## src/rtl/sub_pkg.sv

```systemverilog
// Shared types for the bit-serial subtractor.
// Holds the FSM state encoding and the default operand width.
package sub_pkg;

  localparam int DEF_WIDTH = 8;

  typedef enum logic [1:0] {
    IDLE  = 2'd0,
    SHIFT = 2'd1,
    DONE  = 2'd2
  } state_t;

endpackage

```

## src/rtl/full_subtractor_bit.sv

```systemverilog
// One-bit full subtractor: d = x - y - bi.
// Borrow out is set when x < y + bi.
module full_subtractor_bit (
  input  logic x,
  input  logic y,
  input  logic bi,
  output logic d,
  output logic bo
);

  // pure combinational difference and borrow
  always_comb begin
    d  = x ^ y ^ bi;
    bo = (~x & y) | (~(x ^ y) & bi);
  end

endmodule

```

## src/rtl/serial_subtractor.sv

```systemverilog
// Bit-serial N-bit subtractor, LSB first.
// A single borrow flop chains state across bits.
module serial_subtractor
  import sub_pkg::*;
#(
  parameter int WIDTH = DEF_WIDTH
) (
  input  logic             clk,
  input  logic             rst_n,
  input  logic             start,
  input  logic [WIDTH-1:0] a,
  input  logic [WIDTH-1:0] b,
  input  logic             bin,
  output logic             busy,
  output logic             done,
  output logic [WIDTH-1:0] diff,
  output logic             bout
);

  localparam int CNT_W = $clog2(WIDTH);
  localparam logic [CNT_W-1:0] LAST = CNT_W'(WIDTH - 1);

  state_t           state;
  logic [WIDTH-1:0] sh_a;
  logic [WIDTH-1:0] sh_b;
  logic [WIDTH-1:0] res;
  logic [CNT_W-1:0] cnt;
  logic             br;
  logic             d;
  logic             bo;
  logic [WIDTH-1:0] res_nxt;

  full_subtractor_bit u_fs (
    .x  (sh_a[0]),
    .y  (sh_b[0]),
    .bi (br),
    .d  (d),
    .bo (bo)
  );

  // result register with the current difference bit shifted in
  always_comb begin
    res_nxt = {d, res[WIDTH-1:1]};
  end

  // FSM, shift registers, counter and registered outputs
  always_ff @(posedge clk or negedge rst_n) begin
    if (!rst_n) begin
      state <= IDLE;
      sh_a  <= '0;
      sh_b  <= '0;
      res   <= '0;
      cnt   <= '0;
      br    <= 1'b0;
      busy  <= 1'b0;
      done  <= 1'b0;
      diff  <= '0;
      bout  <= 1'b0;
    end else begin
      done <= 1'b0;
      unique case (state)
        IDLE, DONE: begin
          if (start) begin
            sh_a  <= a;
            sh_b  <= b;
            res   <= '0;
            br    <= bin;
            cnt   <= '0;
            busy  <= 1'b1;
            state <= SHIFT;
          end else begin
            state <= IDLE;
          end
        end
        SHIFT: begin
          sh_a <= sh_a >> 1;
          sh_b <= sh_b >> 1;
          res  <= res_nxt;
          br   <= bo;
          cnt  <= cnt + 1'b1;
          if (cnt == LAST) begin
            state <= DONE;
            busy  <= 1'b0;
            done  <= 1'b1;
            diff  <= res_nxt;
            bout  <= bo;
          end
        end
        default: begin
          state <= IDLE;
          busy  <= 1'b0;
        end
      endcase
    end
  end

endmodule

```

## config.mk

```make
export PLATFORM = sky130hd
export DESIGN_NAME = serial_subtractor
export DESIGN_NICKNAME = d
export VERILOG_FILES = /design/src/rtl/sub_pkg.sv /design/src/rtl/full_subtractor_bit.sv /design/src/rtl/serial_subtractor.sv
export SDC_FILE = /design/constraint.sdc
export NUM_CORES = 1
export LEC_CHECK = 0
export ABC_AREA = 1
export BUFFER_PORTS_ARGS = -buffer_cell sky130_fd_sc_hd__buf_4
export CAP_MARGIN = 20
export CORE_UTILIZATION = 55
export DETAILED_ROUTE_END_ITERATION = 8
export GPL_ROUTABILITY_DRIVEN = 1
export PLACE_DENSITY = 0.81
export SYNTH_ARGS = -nofsm -noshare
export SYNTH_HDL_FRONTEND = slang
export SYNTH_HIERARCHICAL = 1
export SYNTH_SLANG_ARGS = --single-unit
export TNS_END_PERCENT = 50
```

## constraint.sdc

```tcl
create_clock -name clk -period 2.69 [get_ports clk]
set_input_delay 0 -clock clk [delete_from_list [all_inputs] [get_ports clk]]
set_output_delay 0 -clock clk [all_outputs]
set_load 0.05 [all_outputs]
```

Yosys cells after proc, flatten, opt, wreduce, memory -nomap -nowiden
Index checks and enable logic that the tools add are counted.
Storage, ports and cells
  bits of input ports: 20
  bits in registers: 41
  logic and storage cells: 47
  output and inout bits: 11
Cells by class
  equal/unequal tests: 5
  reduce and logical (&&, ||, !) cells: 6
  bitwise operators: 7
  add/sub/neg operators: 1
  muxes and demuxes: 18
Operators by type and width (number)
  $pmux 8 s2: 3
  $mux 8: 3
  $mux 1: 6
  $pmux 3 s2: 1
  $reduce_and 2->1: 3
  $ne 2x2->1 const B: 2
  $pmux 1 s2: 2
  $pmux 2 s2: 1
  $add 3x1->3 const B: 1
  $eq 3x3->1 const B: 1
  $mux 3: 1
  $and 1x1->1: 2
  $eq 2x1->1 const B: 1
  $eq 2x2->1 const B: 1
  $logic_not 2->1: 1
  $mux 2: 1
  $not 1->1: 2
  $reduce_bool 2->1: 1
  $reduce_or 2->1: 1
  $xor 1x1->1: 2
  $or 1x1->1: 1

Longest topological paths before layout
Gate-level depths: netlist of run 1.
  word-level depth: 5
  gate-level depth with buffers: 8
  gate-level depth less buffers: 7

Modules after synthesis
Netlist of run 1, hierarchy kept.
By module, submodules not included
  serial_subtractor: area each 1909.3 um^2, cells an instance 223, sequential area each 1001.0 um^2, times used 1
  full_subtractor_bit: area each 31.3 um^2, cells an instance 4, sequential area each 0.0 um^2, times used 1

Least setup slack after synthesis of run 1
OpenSTA, ideal clock, no wires.
  kind: reg2reg
  start point: reg cnt[0]
  end point: reg diff[7]
  data required time: 2.624 ns
  slack: 1.453 ns
  setup time: 0.066 ns
  path buffers: 1
  arrival time: 1.172 ns
  cell stages (with the launch flop): 7
  period minus slack after synthesis: 1.237 ns
  cell sequence: dfrtp_1 -> ha_1 -> ha_1 -> nand2_4 -> buf_6 -> nand2_1 -> nand2_1
On the way
  cells in the longest elaborated chain, start to end: 2
RTL lines
  from (decl): RTL line serial_subtractor.sv:27  | logic [CNT_W-1:0] cnt;
  from (signal assigned): RTL line serial_subtractor.sv:80  | cnt <= cnt + 1'b1;
  $eq 3x3->1: RTL line serial_subtractor.sv:81  | if (cnt == LAST) begin
  $reduce_and 2->1 (no line)
  to (signal assigned): RTL line serial_subtractor.sv:85  | diff <= res_nxt;
  to (decl): RTL line serial_subtractor.sv:16  | output logic [WIDTH-1:0] diff,
No other way between the ends.
A chain may end at the register's enable or synchronous reset.

Final worst setup path of run 1
  start point: reg state[0]
  end point: reg diff[4]
On the way
  cells in the longest elaborated chain, start to end: 2
RTL lines
  from (decl): RTL line serial_subtractor.sv:23  | state_t state;
  from (signal assigned): RTL line serial_subtractor.sv:49  | state <= IDLE;
  from (signal assigned): RTL line serial_subtractor.sv:70  | state <= SHIFT;
  from (signal assigned): RTL line serial_subtractor.sv:72  | state <= IDLE;
  $eq 2x1->1: RTL line serial_subtractor.sv:61  | unique case (state)
  $reduce_and 2->1 (no line)
No other way between the ends.

==> results of run 1 <==
## per-layer routing
metal	part of all wire, %	vias to the layer above	GRT usage [%]
li1	-	783	-
met1	48	700	28.7
met2	47	28	33.4
met3	2.8	7	3.78
met4	1.8	0	8.57
met5	0	-	0
## worst max-delay path, delay by kind of cell, from the launching register on
kind	cells	cell delay (ns)
AO/OA/AOI/OAI	1	0.05
buffers and inverters	2	0.34
flip-flops	1	0.34
AND/OR/NAND/NOR	3	0.60
## sequential cells by signal, indices dropped and copies added, names as in the netlist
| name | cells |
|---|---|
| res | 7 |
| diff | 8 |
| sh_b | 8 |
| done | 1 |
| state | 2 |
| bout | 1 |
| cnt | 3 |
| busy | 1 |
| sh_a | 8 |
| br | 1 |
## final timing paths
path	start	end	slack, ns
min in group asynchronous	rst_n	diff[5]	0.16
worst max-delay path	state[0]	diff[4]	1.26
max in group asynchronous	rst_n	br	2.20
worst min register to register	cnt[0]	cnt[0]	0.48
worst max register to register	state[0]	diff[4]	1.26
worst min-delay path	a[4]	sh_a[4]	-0.0007
## synth_stat cells (all sizes together)
library cell and instances:
o21ai 19, nand3 30, fa 1, ha 2
nand2 77, nor2 2, a21oi 1, dfrtp 40
inv 46, buf 9
## power breakdown
group,switching [mW],internal [mW],total [mW]
clock network,0.188,0.125,0.313
logic,0.962,0.493,1.46
registers,0.143,0.880,1.02
## repair_timing
item	4_1_cts	5_1_grt
hold buffers	18	0
hold endpoints to repair	58	0
resized for setup	0	0
## cell usage in the layout, fill, tap and decap left out, drive strengths merged
cell type     n
ha            2
dlygate4sd3  18
clkbuf        6
nand3        30
nor2          2
clkinv        2
o21ai        19
dfrtp        40
nand2        77
a21oi         1
inv          46
buf          31
fa            1
## cells by family after synthesis
| group | count (synthesis) | synth area share, % |
|---|---|---|
| fa+ha+maj | 3 | 2.32 |
| compound gates | 20 | 6.71 |
| flops | 40 | 51.6 |
| simple gates | 109 | 25.9 |
| buf+inv | 55 | 13.5 |
## cell type report
| type | count | area share (%) |
|---|---|---|
| sequential | 40 | 41.9 |
| multi-input combinational | 132 | 28.4 |
| timing repair buffer | 49 | 17.3 |
| inverter | 46 | 7.44 |
| tap | 46 | 2.41 |
| clock buffer | 6 | 2.15 |
| clock inverter | 2 | 0.419 |
## through the flow
stage	cell area [µm²]	setup WS (ns)
floorplan	1940	1.45
global placement	2150	1.28
detailed placement	2150	1.27
CTS	2390	1.24
global route	2390	1.15
finish	2390	1.26
==> parameters.txt, run 1 <==
Parameter                              Value

Run status
  Outcome ... finished with violations
  Violations in the final reports ... negative hold slack

Floorplan
  Number of placed I/O pins ... 31
  Full die area ... 3770 µm²
  Core footprint ... 3360 µm²
  Initial cell density of the core ... 57.7%
  Horiz. Die Dim ... 61.4 µm
  Height of the die ... 61.4 µm
  Standard-cell rows ... 21

Finish
  Count of nets after finishing ... 297
  Count of inserted antenna diode cells ... 0
  Register area ... 1000 µm²
  Share of cells above drive strength 1 ... 20.0%
  Number of filler cells placed in the layout ... 273
  Final core utilization ... 71.0%
  Area growth from synthesis to layout ... 23.0%
  Final instance count without filler cells ... 321
  Total area of multi-input combinational cells ... 677 µm²

Global route
  Global-route total usage across every layer ... 21.0%
  First-pass GRT wire length ... 5790 µm
  Initial antenna violation count ... 0
  Pin count of the biggest net entering global routing ... 41
  Via count of the first global-routing pass ... 1326
  Overall overflow remaining after global route ... 0

Run
  # Max-Cap Violations ... 0

Clock network
  Maximum clock insertion buffer count ... 2
  CTS clk-pin slew, worst paths ... 0.11 ns
  Post-CTS repair timing setup buffer count ... 0
  Number of sinks on the clock net ... 40
  Worst-skew pair later-pin latency ... 0.34 ns
  Total CTS buffers ... 5
  Root buffer cell ... sky130_fd_sc_hd__clkbuf_4
  H-tree lvl count ... 2
  Clock tree from TritonCTS ... done

Worst setup path
  Type of element launching the critical path ... flip-flop
  Worst reg2reg path depth ... 6
  Worst Path Max Fanout ... 19
  Type of element capturing the critical path ... flip-flop
  Delay of the slowest cell on the worst path ... 0.34 ns
  Worst path slowest cell ... sky130_fd_sc_hd__dfrtp_1
  Type of the setup path with the least slack ... flip-flop to flip-flop
  Endpoint arrival time on the critical path ... 1.67 ns
  Crit path cell chain ... buf_4, inv_2, nor2_4, nand2_4, nand2_1, o21ai_2
  CP Data Required Time ... 2.93 ns

Synth
  Cell Area, Synth ... 1940 µm²
  Largest cells by area after synthesis ... sky130_fd_sc_hd__dfrtp_1, sky130_fd_sc_hd__nand2_1, sky130_fd_sc_hd__inv_1, sky130_fd_sc_hd__nand3_1, sky130_fd_sc_hd__o21ai_2
  Synth top area share ... 51.6%
  Synth area leader ... sky130_fd_sc_hd__dfrtp_1
  Net count after synthesis ... 250
  Library cells used by synthesis ... 20
  Mean Syn Cell Area ... 8.55 µm²
  Count of synthesis-stage warnings from yosys ... 6
  Number of instances in the synthesized netlist ... 227
  Sequential share of the synthesized area ... 51.6%
  Yosys reg bits ... 40

STA
  Final Critical Period ... 1.43 ns
  Maximum operating frequency ... 0.697 GHz
  Final setup vio count ... 0
  Final cycle utilization of the critical path ... 53.3%
  Count of pins over their slew limit ... 0
  Final worst clock skew ... 0.00402 ns
  Final hold violation count ... 1
  RSZ-0062 raised after global routing ... false
  Minimum hold slack ... -0.000661 ns
  Worst slew pin tran ... 0.488 ns
  Final TNS setup ... 0 ns
  Max-slew headroom ... 67.5%

Routing
  Drt pass-1 iters ... 4
  Via count of the routed design ... 1518
  Routed wire length ... 3430 µm
  Count of routing violations after the opening detailed-route iteration ... 93
  Drt drc ... 0
  Detail-routed via count per cell ... 4.73
  Detailed-route wire length per cell ... 10.7 µm
  Antenna-violating nets left ... 0

Min path
  Hold/Removal Path Class ... input pin to flip-flop
  Hold path depth ... 5

Placement
  Routability Congestion ... 0.768
  Placed Cells ... 295
  Count of input and output buffers ... 30
  DP Wirelength ... 2110 µm

Pwr
  PwrDens ... 1170 nW/µm²
  Maximum ir drop on the vdd rail ... 0.615 mV
  Tot Pwr ... 2.79 mW
  Leakage power summed over all cells ... 1.34 nW
Power figures use the tool's default switching activity.
==> run 2, diff against run 1 <==
Settings changed: ABC_AREA 1 to 0.
Clock period 2.69 ns to 1.4 ns, I/O delays scaled along.
==> parameters.txt, run 2 <==
Parameter                              Value

Run status
  Outcome ... completed

Pwr
  Switching Power ... 2.14 mW (+65%)
  Maximum ir drop on the vdd rail ... 1.02 mV (+65%)
  Part of the total power dissipated in sequential elements ... 37.9% (+1.2 points)
  Leakage power summed over all cells ... 1.17 nW (-13%)
  PwrDens ... 2190 nW/µm² (+87%)
  Tot Pwr ... 5.39 mW (+93%)
  Switching Fraction ... 39.6% (-6.7 points)
  Clock network power share ... 11.1% (about the same)
  Part of the total power dissipated in combinational logic ... 50.9% (-1.2 points)
  Cell internal power dissipation ... 3.26 mW (+120%)

Synth
  Fraction of the mapped netlist area in compound gates ... 14.8% (+8.1 points)
  Count of synthesis-stage warnings from yosys ... 6 (unchanged)
  Number of enable flip-flop cells after synthesis ... 0 (unchanged)
  Net count after synthesis ... 172 (-31%)
  Simple-gate share of the synthesized area ... 9.95% (-16 points)
  Yosys reg bits ... 40 (unchanged)
  Mean Syn Cell Area ... 12.6 µm² (+47%)
  Post-synthesis share of cell area spent on xor and xnor gates ... 0% (unchanged)
  Sequential share of the synthesized area ... 53.4% (+1.8 points)
  Most frequently used flop master after synthesis ... sky130_fd_sc_hd__dfrtp_1
  Synth top area share ... 53.4% (+1.8 points)
  Synth Area in Adders ... 2.40% (+0.082 points)
  Commonest cells in the synthesized netlist ... sky130_fd_sc_hd__dfrtp_1, sky130_fd_sc_hd__a22o_1, sky130_fd_sc_hd__mux2i_1
  Largest family of logic cells by synthesized area ... multiplexers
  Proportion of synthesized flip-flops having asynchronous set or reset ... 100% (unchanged)
  Largest cells by area after synthesis ... sky130_fd_sc_hd__dfrtp_1, sky130_fd_sc_hd__mux2_4, sky130_fd_sc_hd__mux2i_1, sky130_fd_sc_hd__a22o_1, sky130_fd_sc_hd__a211oi_1
  Library cells used by synthesis ... 29 (+45%)
  Leading cell type by number of instances after synthesis ... sky130_fd_sc_hd__dfrtp_1
  Number of instances in the synthesized netlist ... 149 (-34%)
  Synth area leader ... sky130_fd_sc_hd__dfrtp_1
  Mux share of post-synthesis cell area ... 14.9% (+15 points)
  Cell Area, Synth ... 1870 µm² (-3.4%)

Clock network
  Total CTS buffers ... 5 (unchanged)
  Worst-skew pair later-pin latency ... 0.34 ns (about the same)
  Maximum clock insertion buffer count ... 2 (unchanged)
  Number of sinks on the clock net ... 40 (unchanged)
  Clock tree from TritonCTS ... done
  CTS clk-pin slew, worst paths ... 0.11 ns (about the same)
  Root buffer cell ... sky130_fd_sc_hd__clkbuf_4
  H-tree lvl count ... 2 (unchanged)

Finish
  Count of nets after finishing ... 232 (-22%)
  Share of cells above drive strength 1 ... 32.4% (+12 points)
  Count of inserted antenna diode cells ... 0 (unchanged)
  Area growth from synthesis to layout ... 31.4%
  Most common cell after layout, fill and taps aside ... sky130_fd_sc_hd__buf_4
  Biggest regs ... diff: 8 flops, sh_a: 8 flops, sh_b: 8 flops
  Highest-count cells in the layout ignoring fill and taps ... sky130_fd_sc_hd__buf_4, sky130_fd_sc_hd__dfrtp_1, sky130_fd_sc_hd__dlygate4sd3_1, sky130_fd_sc_hd__a22o_1, sky130_fd_sc_hd__mux2i_1

Run
  # Max-Cap Violations ... 0 (unchanged)

Global route
  Initial antenna violation count ... 0 (unchanged)
  Global-route total usage across every layer ... 25.5% (+4.5 points)
  Pin count of the biggest net entering global routing ... 41 (unchanged)
  First-pass GRT wire length ... 6560 µm (+13%)
  Overall overflow remaining after global route ... 0 (unchanged)
  Via count of the first global-routing pass ... 1439 (+8.5%)

Routing
  Via count of the routed design ... 1387 (-8.6%)
  Routed wire length ... 3970 µm (+16%)
  Drt drc ... 0 (unchanged)
  Count of routing violations after the opening detailed-route iteration ... 71 (-24%)
  Detail-routed via count per cell ... 5.46 (+15%)
  Antenna-violating nets left ... 0 (unchanged)
  Drt pass-1 iters ... 4 (unchanged)
  Detailed-route wire length per cell ... 15.6 µm (+46%)

Worst setup path
  Endpoint arrival time on the critical path ... 1.59 ns (-0.08 ns)
  Type of the setup path with the least slack ... flip-flop to flip-flop
  Type of element launching the critical path ... flip-flop
  Worst flop-to-flop path startpoint ... sh_b[0]
  RR Endpoint ... diff[7]
  CP Data Required Time ... 1.63 ns (-1.30 ns)
  Type of element capturing the critical path ... flip-flop
  Worst Path Max Fanout ... 3 (-16)
  Crit path cell chain ... inv_1, fa_1, mux2_4
  Setup slack, reg-to-reg ... 0.04 ns (-1.22 ns)
  Delay of the slowest cell on the worst path ... 0.50 ns (+0.16 ns)
  Worst reg2reg path depth ... 3 (-3)
  Worst path slowest cell ... sky130_fd_sc_hd__fa_1

Floorplan
  Height of the die ... 60.4 µm (-1.7%)
  Number of placed I/O pins ... 31 (unchanged)
  Horiz. Die Dim ... 60.4 µm (-1.7%)
  Standard-cell rows ... 20 (-4.8%)
  Initial cell density of the core ... 59.4% (+1.7 points)
  Core footprint ... 3150 µm² (-6.3%)
  Full die area ... 3650 µm² (-3.3%)

Placement
  Routability Congestion ... 0.765 (-0.34%)
  Count of input and output buffers ... 30 (unchanged)
  DP Wirelength ... 2510 µm (+19%)

Min path
  Hold/Removal Path Class ... input pin to flip-flop
  Hold path startpoint ... start
  Hold Crit Endpoint ... busy
  Hold path depth ... 3 (-2)

STA
  Final TNS setup ... 0 ns (unchanged)
  Count of pins over their slew limit ... 0 (unchanged)
  Final worst clock skew ... 0.00487 ns (+0.000848 ns)
  Final cycle utilization of the critical path ... 97.2% (+44 points)
  Maximum operating frequency ... 0.735 GHz (+5.4%)
  Final Critical Period ... 1.36 ns (-0.0734 ns)
  Final setup vio count ... 0 (unchanged)
  Max-slew headroom ... 67.0% (-0.54 points)
  Worst slew pin tran ... 0.496 ns (+0.00807 ns)
  RSZ-0062 raised after global routing ... false
  Final hold violation count ... 0 (-1)
run 2: changes by cell type after synthesis, sizes merged, moves of 9 or more:
cell and change:
a211oi +9, a22o +11, inv -41, mux2 +12, mux2i +11, nand2 -75
nand3 -27, nor2b +10, o21ai -14
run 2: layout make-up:
cell class,count,area (µm²)
Timing Repair Buffer,61,515
Fill cell,216,689
Inverter,5,18.8
Sequential cell,40,1000
Clock buffer,8,58.8
Multi-Input combinational cell,96,815
Tap cell,44,55.1
run 2: worst max path at each step:
stage | startpoint | end | slack (ns)
2_1_floorplan | cnt[0] | diff[0] | 0.007
3_3_place_gp | cnt[0] | diff[0] | 0.001
3_5_place_dp | cnt[0] | diff[0] | -0.06
4_1_cts | cnt[0] | cnt[2] | 0.003
5_1_grt | cnt[0] | cnt[2] | 0.008
6_report | sh_b[0] | diff[7] | 0.04
run 2: cell families after synthesis:
kind of cell               Yosys count
adders and majority gates            3
DFF                                 40
and+or+nand+nor                     29
buffers and inverters               14
AOI/OAI and AO/OA                   40
muxes                               23
run 2: per-layer routing:
layer / track usage, % / share of wire [%]
met5: 0 / 0
met4: 6.98 / 1.1
met3: 6.61 / 3.6
met2: 46.3 / 53
met1: 29.8 / 42
run 2: through the flow:
step                instance area [µm²]  instances  worst slack (ns)  hold WS [ns]  util (%)
detailed placement                 2190        226           -0.0621       0.00240      69.5
global placement                   2190        226           0.00119      -0.00627      69.5
floorplan                          1870        149           0.00667        -0.296         -
CTS                                2460        254           0.00300        0.0739      78.1
global route                       2460        254           0.00768         0.112      78.1
finish                             2460        254            0.0392        0.0867      78.1
run 2: power by group through the flow:
stage	logic [mW]	registers [mW]	clock network, mW
after floorplan	1.47	2.43	0
after global placement	2.51	2.02	0
after detailed placement	2.62	2.06	0
after CTS	2.74	2.04	0.615
after global routing	2.96	2.11	0.677
final	2.75	2.05	0.601
run 2: repair_timing:
action,in CTS,in global routing
endpoints found under the setup margin,10,2
hold buffers,18,0
setup buffers,1,0
endpoints found under the hold margin,57,0
cloned,1,0
resized for setup,2,1
run 2: worst max-delay path: cells and delay by family (launching register included):
family | cells | cell delay (ns)
multiplexers | 1 | 0.28
flip-flops | 1 | 0.40
buffers and inverters | 1 | 0.08
adder cells (fa/ha/maj) | 1 | 0.50
==> run 3, diff against run 2 <==
Settings changed: CORE_ASPECT_RATIO set to 1.4, HOLD_SLACK_MARGIN set to 0.1.
==> parameters.txt, run 3 (synthesis results as in run 2) <==
Parameter                              Value

Routing
  Detail-routed via count per cell ... 5.55 (+1.6%)
  Antenna-violating nets left ... 0 (unchanged)
  Routed wire length ... 3910 µm (-1.7%)
  Detailed-route wire length per cell ... 16.2 µm (+3.6%)
  Count of routing violations after the opening detailed-route iteration ... 36 (-49%)
  Drt pass-1 iters ... 4 (unchanged)
  Drt drc ... 0 (unchanged)
  Via count of the routed design ... 1337 (-3.6%)

Finish
  Most common cell after layout, fill and taps aside ... sky130_fd_sc_hd__dfrtp_1
  Share of cells above drive strength 1 ... 30.7% (-1.7 points)
  Highest-count cells in the layout ignoring fill and taps ... sky130_fd_sc_hd__dfrtp_1, sky130_fd_sc_hd__buf_4, sky130_fd_sc_hd__dlygate4sd3_1, sky130_fd_sc_hd__a22o_1, sky130_fd_sc_hd__mux2i_1
  Final core utilization ... 75.8% (-2.3 points)
  Area growth from synthesis to layout ... 28.8%
  Count of nets after finishing ... 227 (-2.2%)
  Biggest regs ... diff: 8 flops, sh_a: 8 flops, sh_b: 8 flops
  Cell area after layout ... 2410 µm² (-2.0%)
  Number of filler cells placed in the layout ... 214 (-0.93%)
  Total area of multi-input combinational cells ... 803 µm² (-1.4%)
  Count of inserted antenna diode cells ... 0 (unchanged)
  Register area ... 1000 µm² (unchanged)

Placement
  Count of input and output buffers ... 30 (unchanged)
  DP Wirelength ... 2580 µm (+2.8%)
  Routability Congestion ... 0.713 (-6.9%)
  Placed Area ... 2150 µm² (-1.9%)

Run status
  Outcome ... completed

Floorplan
  Standard-cell rows ... 24 (+20%)
  Horiz. Die Dim ... 51.3 µm (-15%)
  Number of placed I/O pins ... 31 (unchanged)
  Initial cell density of the core ... 58.9% (-0.56 points)
  Height of the die ... 71.1 µm (+18%)
  Full die area ... 3650 µm² (about the same)
  Core footprint ... 3180 µm² (+0.95%)

Clock network
  Maximum clock insertion buffer count ... 2 (unchanged)
  CTS clk-pin slew, worst paths ... 0.07 ns (-0.04 ns)
  H-tree lvl count ... 2 (unchanged)
  Root buffer cell ... sky130_fd_sc_hd__clkbuf_8
  Post-CTS repair timing setup buffer count ... 0 (-1)
  Number of sinks on the clock net ... 40 (unchanged)
  Clock tree from TritonCTS ... done
  Total CTS buffers ... 5 (unchanged)
  Worst-skew pair later-pin latency ... 0.29 ns (-0.05 ns)

Global route
  Initial antenna violation count ... 0 (unchanged)
  Overall overflow remaining after global route ... 0 (unchanged)
  First-pass GRT wire length ... 6740 µm (+2.7%)
  Global-route total usage across every layer ... 25.0% (-0.54 points)
  Via count of the first global-routing pass ... 1476 (+2.6%)
  Pin count of the biggest net entering global routing ... 41 (unchanged)

Worst setup path
  Worst reg2reg path depth ... 3 (unchanged)
  Type of element capturing the critical path ... flip-flop
  Capturing element of the worst setup path ... diff[7]
  Worst flop-to-flop path startpoint ... sh_b[0]
  Type of element launching the critical path ... flip-flop
  Type of the setup path with the least slack ... flip-flop to flip-flop
  First element of the critical path ... sh_b[0]
  CP Data Required Time ... 1.57 ns (-0.06 ns)
  Endpoint arrival time on the critical path ... 1.52 ns (-0.07 ns)
  Worst Path Max Fanout ... 3 (unchanged)
  RR Endpoint ... diff[7]
  Setup slack, reg-to-reg ... 0.06 ns (+0.02 ns)

STA
  Maximum operating frequency ... 0.744 GHz (+1.2%)
  Final Critical Period ... 1.34 ns (-0.0164 ns)
  Worst slew pin tran ... 0.495 ns (-0.000819 ns)
  Max-slew headroom ... 67.0% (about the same)
  Count of pins over their slew limit ... 0 (unchanged)
  Final worst clock skew ... 0.00290 ns (-0.00197 ns)
  Final hold violation count ... 0 (unchanged)
  RSZ-0062 raised after global routing ... false
  Final setup vio count ... 0 (unchanged)
  Final cycle utilization of the critical path ... 96.0% (-1.2 points)

Min path
  Hold/Removal Path Class ... input pin to flip-flop

Pwr
  Tot Pwr ... 5.32 mW (-1.3%)
  PwrDens ... 2210 nW/µm² (+0.74%)
  Maximum ir drop on the vdd rail ... 1.26 mV (+24%)
  Leakage power summed over all cells ... 1.14 nW (-2.3%)

Run
  # Max-Cap Violations ... 0 (unchanged)
[run 3: routing by layer]
metal / global-route usage, % / wire length, µm / vias up / share of wire, %
li1: - / - / 642 / -
met1: 28.3 / 1540 / 650 / 39
met2: 45.3 / 2190 / 39 / 56
met3: 4.52 / 116 / 6 / 3.0
met4: 9.91 / 66 / 0 / 1.7
met5: 0 / 0 / - / 0
[run 3: timing repair]
| item | 4_1_cts | 5_1_grt |
|---|---|---|
| gates resized for setup | 1 | 2 |
| pin swaps | 0 | 0 |
| hold endpoints to repair | 57 | 0 |
| hold buffers | 18 | 0 |
| setup endpoints to repair | 9 | 6 |
[run 3: power by group]
part | internal [mW] | switching [mW] | total, mW
sequential | 1.68 | 0.378 | 2.06
combinational | 1.21 | 1.37 | 2.58
clock | 0.321 | 0.357 | 0.678
[run 3: worst max-delay path, cell delays in order, from the launching register on]
cell and delay [ns]:
sky130_fd_sc_hd__dfrtp_1 0.38, sky130_fd_sc_hd__inv_1 0.07, sky130_fd_sc_hd__fa_1 0.50, sky130_fd_sc_hd__mux2_4 0.28
[run 3: stage by stage]
step / hold slack, ns / worst slack, ns / instances / TNS, ns
6_report: 0.157 / 0.0556 / 241 / 0
5_1_grt: 0.193 / 0.0202 / 241 / 0
4_1_cts: 0.150 / 0.0102 / 241 / 0
3_5_place_dp: 0.00127 / -0.0434 / 218 / -0.146
3_3_place_gp: -0.00496 / 0.000674 / 218 / 0
2_1_floorplan: -0.296 / 0.00667 / 149 / 0
[run 3: worst min path at each step]
stage	endpoint	slack, ns	startpoint	depth (start not counted)
4_1_cts	busy	0.15	start	3
3_3_place_gp	res[1]	-0.005	rst_n	1
6_report	busy	0.16	start	3
5_1_grt	busy	0.19	start	3
2_1_floorplan	bout	-0.30	rst_n	0
3_5_place_dp	done	0.001	rst_n	1
[run 3: cell type report]
type / instances / area share, %
clock buffers: 5 / 2.85
flip-flops and latches: 40 / 41.5
repair buffers: 57 / 19.6
inverters: 5 / 0.778
well taps: 39 / 2.02
multi-input cells: 95 / 33.3
